### src/rtl/regfile_sb.sv
// Parametrised register file with two bypassed read ports, a byte-strobed write
// port and a write-pending scoreboard for issue-stage hazard stalls.

module regfile_sb_rdport #(
  parameter int WIDTH    = 32,
  parameter int DEPTH    = 32,
  parameter int ZERO_REG = 1,
  localparam int AW      = $clog2(DEPTH)
) (
  input  logic [DEPTH-1:0][WIDTH-1:0] i_regs,
  input  logic [DEPTH-1:0]            i_sb,
  input  logic [AW-1:0]               i_raddr,
  input  logic                        i_wr_ok,
  input  logic [AW-1:0]               i_waddr,
  input  logic [WIDTH-1:0]            i_merged,
  output logic [WIDTH-1:0]            o_rdata,
  output logic                        o_busy
);
  logic w_hit;

  assign w_hit = i_wr_ok && (i_waddr == i_raddr);

  always_comb begin
    o_rdata = i_regs[i_raddr];
    if ((ZERO_REG != 0) && (i_raddr == '0)) o_rdata = '0;
    else if (w_hit)                         o_rdata = i_merged;
  end

  // The writeback landing this cycle already resolves the hazard.
  assign o_busy = i_sb[i_raddr] && !w_hit;
endmodule

module regfile_sb #(
  parameter int WIDTH    = 32,
  parameter int DEPTH    = 32,
  parameter int ZERO_REG = 1,
  localparam int AW      = $clog2(DEPTH),
  localparam int SW      = WIDTH / 8
) (
  input  logic             i_clk,
  input  logic             i_reset,
  input  logic [AW-1:0]    i_raddr_a,
  output logic [WIDTH-1:0] o_rdata_a,
  output logic             o_busy_a,
  input  logic [AW-1:0]    i_raddr_b,
  output logic [WIDTH-1:0] o_rdata_b,
  output logic             o_busy_b,
  input  logic             i_we,
  input  logic [AW-1:0]    i_waddr,
  input  logic [WIDTH-1:0] i_wdata,
  input  logic [SW-1:0]    i_wstrb,
  input  logic             i_issue,
  input  logic [AW-1:0]    i_issue_addr,
  output logic             o_busy_any
);
  logic [DEPTH-1:0][WIDTH-1:0] r_regs;
  logic [DEPTH-1:0]            r_sb;
  logic [DEPTH-1:0]            w_sb_nxt;
  logic [WIDTH-1:0]            w_merged;
  logic                        w_wr_ok;
  logic                        w_iss_ok;
  logic [1:0][AW-1:0]          w_raddr;
  logic [1:0][WIDTH-1:0]       w_rdata;
  logic [1:0]                  w_busy;

  assign w_wr_ok  = i_we    && !((ZERO_REG != 0) && (i_waddr == '0));
  assign w_iss_ok = i_issue && !((ZERO_REG != 0) && (i_issue_addr == '0));

  always_comb begin
    w_merged = r_regs[i_waddr];
    for (int k = 0; k < SW; k++)
      if (i_wstrb[k]) w_merged[8*k +: 8] = i_wdata[8*k +: 8];
  end

  // Set is applied after clear so a same-address issue stays outstanding.
  always_comb begin
    w_sb_nxt = r_sb;
    if (w_wr_ok)  w_sb_nxt[i_waddr]      = 1'b0;
    if (w_iss_ok) w_sb_nxt[i_issue_addr] = 1'b1;
  end

  always_ff @(posedge i_clk) begin
    if (i_reset) begin
      r_regs <= '0;
      r_sb   <= '0;
    end else begin
      if (w_wr_ok) r_regs[i_waddr] <= w_merged;
      r_sb <= w_sb_nxt;
    end
  end

  assign w_raddr = {i_raddr_b, i_raddr_a};

  for (genvar g = 0; g < 2; g++) begin : g_rd
    regfile_sb_rdport #(.WIDTH(WIDTH), .DEPTH(DEPTH), .ZERO_REG(ZERO_REG)) u_rd (
      .i_regs   (r_regs),
      .i_sb     (r_sb),
      .i_raddr  (w_raddr[g]),
      .i_wr_ok  (w_wr_ok),
      .i_waddr  (i_waddr),
      .i_merged (w_merged),
      .o_rdata  (w_rdata[g]),
      .o_busy   (w_busy[g])
    );
  end

  assign o_rdata_a  = w_rdata[0];
  assign o_rdata_b  = w_rdata[1];
  assign o_busy_a   = w_busy[0];
  assign o_busy_b   = w_busy[1];
  assign o_busy_any = |r_sb;
endmodule

### config.mk
export PLATFORM = sky130hd
export DESIGN_NAME = regfile_sb
export DESIGN_NICKNAME = d
export VERILOG_FILES = /design/src/rtl/regfile_sb.sv
export SDC_FILE = /design/constraint.sdc
export NUM_CORES = 2
export LEC_CHECK = 0
export ABC_CLOCK_PERIOD_IN_PS = 6200
export CAP_MARGIN = 40
export CORE_MARGIN = 2
export CORE_UTILIZATION = 60
export CTS_CLUSTER_DIAMETER = 100
export DETAILED_ROUTE_END_ITERATION = 16
export MAX_ROUTING_LAYER = met4
export PLACE_DENSITY_LB_ADDON = 0.3
export SYNTH_ARGS = -nofsm -noshare
export SYNTH_HDL_FRONTEND = slang
export SYNTH_HIERARCHICAL = 1
export SYNTH_SLANG_ARGS = --single-unit
### constraint.sdc
create_clock -name i_clk -period 6.2 [get_ports i_clk]
set_input_delay 1.55 -clock i_clk [delete_from_list [all_inputs] [get_ports i_clk]]
set_output_delay 1.55 -clock i_clk [all_outputs]
set_load 0.01 [all_outputs]
======== Word-level counts from Yosys, hierarchy flattened ========
Index checks and enable logic that the tools add are counted.
operators by class
  $lt $le $gt $ge ......................... 6
  equal/unequal tests ..................... 2
  bitwise logic cells ..................... 3
  reductions and logical operators ........ 17
  muxes and demuxes ....................... 27
operators by type and width
  operator                                                                number
  1024-bit bitwise mux                                                    1
  32-bit binary-select mux with 5-bit select                              3
  32-bit two-way mux                                                      10
  32-bit demux with 5-bit select                                          1
  32-bit AND                                                              1
  8-bit two-way mux                                                       4
  32-bit NOT                                                              1
  32-bit OR                                                               1
  32-bit OR reduction                                                     1
  5-bit by 6-bit < comparator with 1-bit output (second input constant)   4
  5-bit logical NOT                                                       4
  1-bit binary-select mux with 5-bit select                               2
  1-bit demux with 5-bit select                                           2
  5-bit == test                                                           2
  5-bit by 1-bit >= comparator with 1-bit output (second input constant)  2
  1-bit logical AND                                                       8
  1-bit logical NOT                                                       4
  1-bit two-way mux                                                       4
storage, ports and cells
  flip-flop bits (word level) ............. 1,056

======== Depth between registers and ports, before layout ========
  depth in word-level cells ............... 9
  depth in mapped cells ................... 14
  depth with buffers taken out ............ 8

======== Cells and area by module ========
The synthesis kept the hierarchy.
by module, submodules not included
  module             cells an instance  times used  area an instance (sq um)
  regfile_sb         4,605              1           42,952.4
  regfile_sb_rdport  829                2           9,186.3

======== Worst setup path after synthesis ========
No wires, ideal clock.
  path kind ............................... input -> output
  start ................................... input i_waddr[1]
  end ..................................... output o_rdata_a[19]
  data arrival time ....................... 3.965 ns
  buffers on the path ..................... 5
  path slack .............................. 0.685 ns
  stages .................................. 10
  cell sequence ........................... buf_2 > buf_4 > buf_4 > buf_2 > buf_1 > mux4_2 > a221o_1 > nor2b_1 > o21ai_0 > a21oi_1
RTL lines
  element                                     line  source
  from (decl)                                 49    input logic [AW-1:0] i_waddr,
  32-bit binary-select mux with 5-bit select  70    w_merged = r_regs[i_waddr];
  32-bit two-way mux (implied by the code)    70
  8-bit two-way mux                           72    if (i_wstrb[k]) w_merged[8*k +: 8] = i_wdata[8*k +: 8];
  named net w_merged[19]                      59    logic [WIDTH-1:0] w_merged;
  32-bit two-way mux                          26    else if (w_hit) o_rdata = i_merged;
  32-bit two-way mux                          25    if ((ZERO_REG != 0) && (i_raddr == '0)) o_rdata = '0;
  to (decl)                                   43    output logic [WIDTH-1:0] o_rdata_a,
The timed path passes the listed nets, and every way through them passes these cells. The select of a mux whose other input is x is not followed.

======== Worst setup path in the final report ========
  start ................................... input i_raddr_a[4]
  end ..................................... output o_rdata_a[31]
on the way
  word-level cells in the longest chain between the ends .. 4
ends and longest elaborated chain
  element                                                                               line    source
  from (decl)                                                                           42      input logic [AW-1:0] i_raddr_a,
  32-bit binary-select mux with 5-bit select / 5-bit == test (equally long branches)    24, 21
  32-bit two-way mux (implied by the code) / 1-bit logical AND (equally long branches)  24, 21
  32-bit two-way mux                                                                    26
  32-bit two-way mux (*)                                                                25
Every way passes the cells marked *; elsewhere a longest branch is shown, timed or not. The select of a mux whose other input is x is not followed.

==> flow_summary_export.csv <==
group,metric,value,unit
die,rows,117,
routing,ant_nets,0,
sta,final_hold_viol_count,0,
final_layout,final_common_cell,"dfxtp_1",
grt,grt.overflow.total,0,
pwr,total_power,16.4,mW
worst_setup_path,cp-start-kind,"primary input",
sta,setup_viol,2,
sta,fin_worst_skew,0.0299,ns
worst_setup_path,worstPathCellList,"buf_4 -> or2_2 -> or3_1 -> buf_4 -> a31oi_1 -> a211oi_1 -> a31o_1 -> clkdlybuf4s50_1",
placement,dpl.hpwl,169,mm
final_layout,final_cell_mix,"dfxtp_1, nand3_1, o21ai_0",
placement,dpl_cell_area,65200,µm²
placement,port_buffers,126,
worst_setup_path,crit_path_max_incr_delay,0.71,ns
synth,synth.distinct_cells,76,
final_layout,final_area,69400,µm²
synth,yosys_most_used_dff,"dfxtp_1",
worst_setup_path,worstPathArrival,4.77,ns
worst_setup_path,cp_max_fo,17,
sta,max-slew-margin-rel,0.277,
status,status,"finished with violations",
grt,groute.usage.overall,0.502,
synth,seq_area_frac_synth,0.345,
status,violations,"setup timing",
sta,fin_crit_sh,1.02,
routing,routed_via_density,7.81,
clocking,clkSlewWorstSetupHoldPaths,0.06,ns
synth,syn_area,61300,µm²
sta,tightest_slew,1.08,ns
pwr,power.leakage,25.1,nW
routing,route.vias.total,59800,
synth,synth-warning-count,6,
routing,drtIter0Drc,11900,
routing,drt_wl_total,261,mm
final_layout,synthToLayoutAreaGrowth,13.2,%
sta,clock.fmax,0.158,GHz
synth,synth-edff-count,0,
die,io_pins,127,
die,fp.dieW,324,µm
worst_setup_path,crit_top_cell,"buf_4",
worst_setup_path,crit_buf_inv,3,
synth,ys_ff_latch,1056,
routing,post_drt_wl_per_cell,34.1,µm
clocking,clockBufferDepth,3,
worst_setup_path,cp-end-kind,"output port",
pwr,power_density,236,nW/µm²
routing,first_pass_iters,8,
final_layout,nets,6230,
placement,gp_congestion,1.09,
job,maxCapViolCount,0,
synth,synthCells,6263,
die,dieArea,105000,µm²
sta,final_max_slew_viol_count,0,
grt,grt_max_degree,188,
die,coreArea,102000,µm²
grt,grt_pass1_vias,55300,
pwr,peakVddDrop,0.271,mV
die,die_h,324,µm
die,start_util,0.604,
clocking,cts_tree,"done",
grt,grt_pass1_wl,374,mm
clocking,htree_levels,3,
worst_setup_path,cp_top_family,"buffers and inverters",
clocking,clk_latency,0.75,ns
grt,antenna_found_initial,19,
clocking,root_buffer,"clkbuf_16",
sta,hold_slack,0.498,ns
synth,syn_avg_cell_area,9.79,µm²
worst_setup_path,crit_path_top_delay_cell,"a211oi_1",
min_path,min_path_type,"flop to flop",
worst_setup_path,worstSetupPathType,"primary input to output port",
sta,worst_slack,-0.117,ns
final_layout,drive_gt1_frac,0.211,
routing,drc_errors,0,
synth,synth_nets,6323,
worst_setup_path,crit_required,4.65,ns
sta,setup-tns-final,-0.162,ns
synth,synth-async-reset-ratio,0,
clocking,post-cts-setup-buffers,0,
clocking,cts_sinks,1056,
sta,finalCriticalPeriod,6.32,ns
final_layout,final_util,0.683,
clocking,cts_buffers,114,
-- state kept, by name (all words and copies together) (netlist names) --
| register | cells |
|---|---|
| r_regs | 1024 |
| r_sb | 32 |
-- final timing paths --
kind,startpoint,end,slack (ns),cells after the start
max reg2reg,r_regs[105]$_SDFFE_PP0P_,r_regs[585]$_SDFFE_PP0P_,3.30,7
min reg2reg,r_regs[415]$_SDFFE_PP0P_,r_regs[415]$_SDFFE_PP0P_,0.50,2
min,r_regs[415]$_SDFFE_PP0P_,r_regs[415]$_SDFFE_PP0P_,0.50,2
max,i_raddr_a[4],o_rdata_a[31],-0.12,8
-- metrics by stage --
step	instances	setup WS, ns
floorplan	6263	0.685
global placement	7386	-0.277
detailed placement	7421	-0.258
CTS	7634	-0.0310
global route	7653	-0.0771
finish	7660	-0.117
-- synth_stat cells, types with 44 or more instances --
cell	instances	area, µm²
o21ai_1	44	220
buf_1	134	503
dfxtp_1	1056	21100
nor2_1	157	589
mux2i_1	575	5760
a221oi_1	76	666
o22ai_1	107	669
nand3_1	1023	5120
nor2b_1	91	569
mux4_2	517	11600
buf_6	57	642
nand2_1	109	409
buf_2	134	671
a21oi_1	61	305
o21ai_0	1015	5080
clkbuf_1	368	1380
a22oi_1	168	1260
nor3_1	53	265
-- cell type report --
cell class              instances  area (µm²)
multi-input cells            4441       36700
fillers                      7842       32200
flip-flops and latches       1056       21100
repair buffers                546        5690
clock buffers                 165        3360
well taps                    1368        1710
clock inverters                48         643
diodes                         25        62.6
inverters                      11        48.8
-- cells by family (layout without fill, tap and decap cells) --
group / Yosys count / after routing / share of synthesized area
AO/OA/AOI/OAI: 1745 / 1745 / 0.174
AND/OR/NAND/NOR: 1587 / 1587 / 0.131
multiplexers: 1099 / 1099 / 0.285
flip-flops: 1056 / 1056 / 0.345
buffers and inverters: 766 / 770 / 0.0637
XOR/XNOR: 10 / 10 / 0.00143
other: 0 / 25 / 0
-- where the power goes --
| part | switching (mW) | leakage [nW] | internal [mW] |
|---|---|---|---|
| clock network | 3.04 | 1.98 | 4.33 |
| logic | 1.42 | 14.6 | 0.749 |
| registers | 0.0439 | 8.51 | 6.83 |
| total | 4.50 | 25.1 | 11.9 |
-- repair_timing --
action,CTS,global route
endpoints found under the setup margin,13,37
gates resized for setup,13,37
hold buffers,0,0
pin swaps,3,11
-- worst register-to-register path, cell delays in order, from the launching register on --
cell and delay (ns):
dfxtp_1 0.34, mux2i_1 0.37, o22ai_1 0.18, a2111oi_2 0.52
and4b_2 0.43, or3_1 0.56, buf_16 0.25, o21ai_0 0.10
-- per-layer routing --
| metal | GRT usage | share of wire | routed length, µm |
|---|---|---|---|
| met5 | - | 0 | 0 |
| met4 | 0.342 | 0.086 | 22600 |
| met3 | 0.201 | 0.17 | 44600 |
| met2 | 0.680 | 0.40 | 106000 |
| met1 | 0.610 | 0.34 | 88100 |
(Power assumes the default switching activity.)
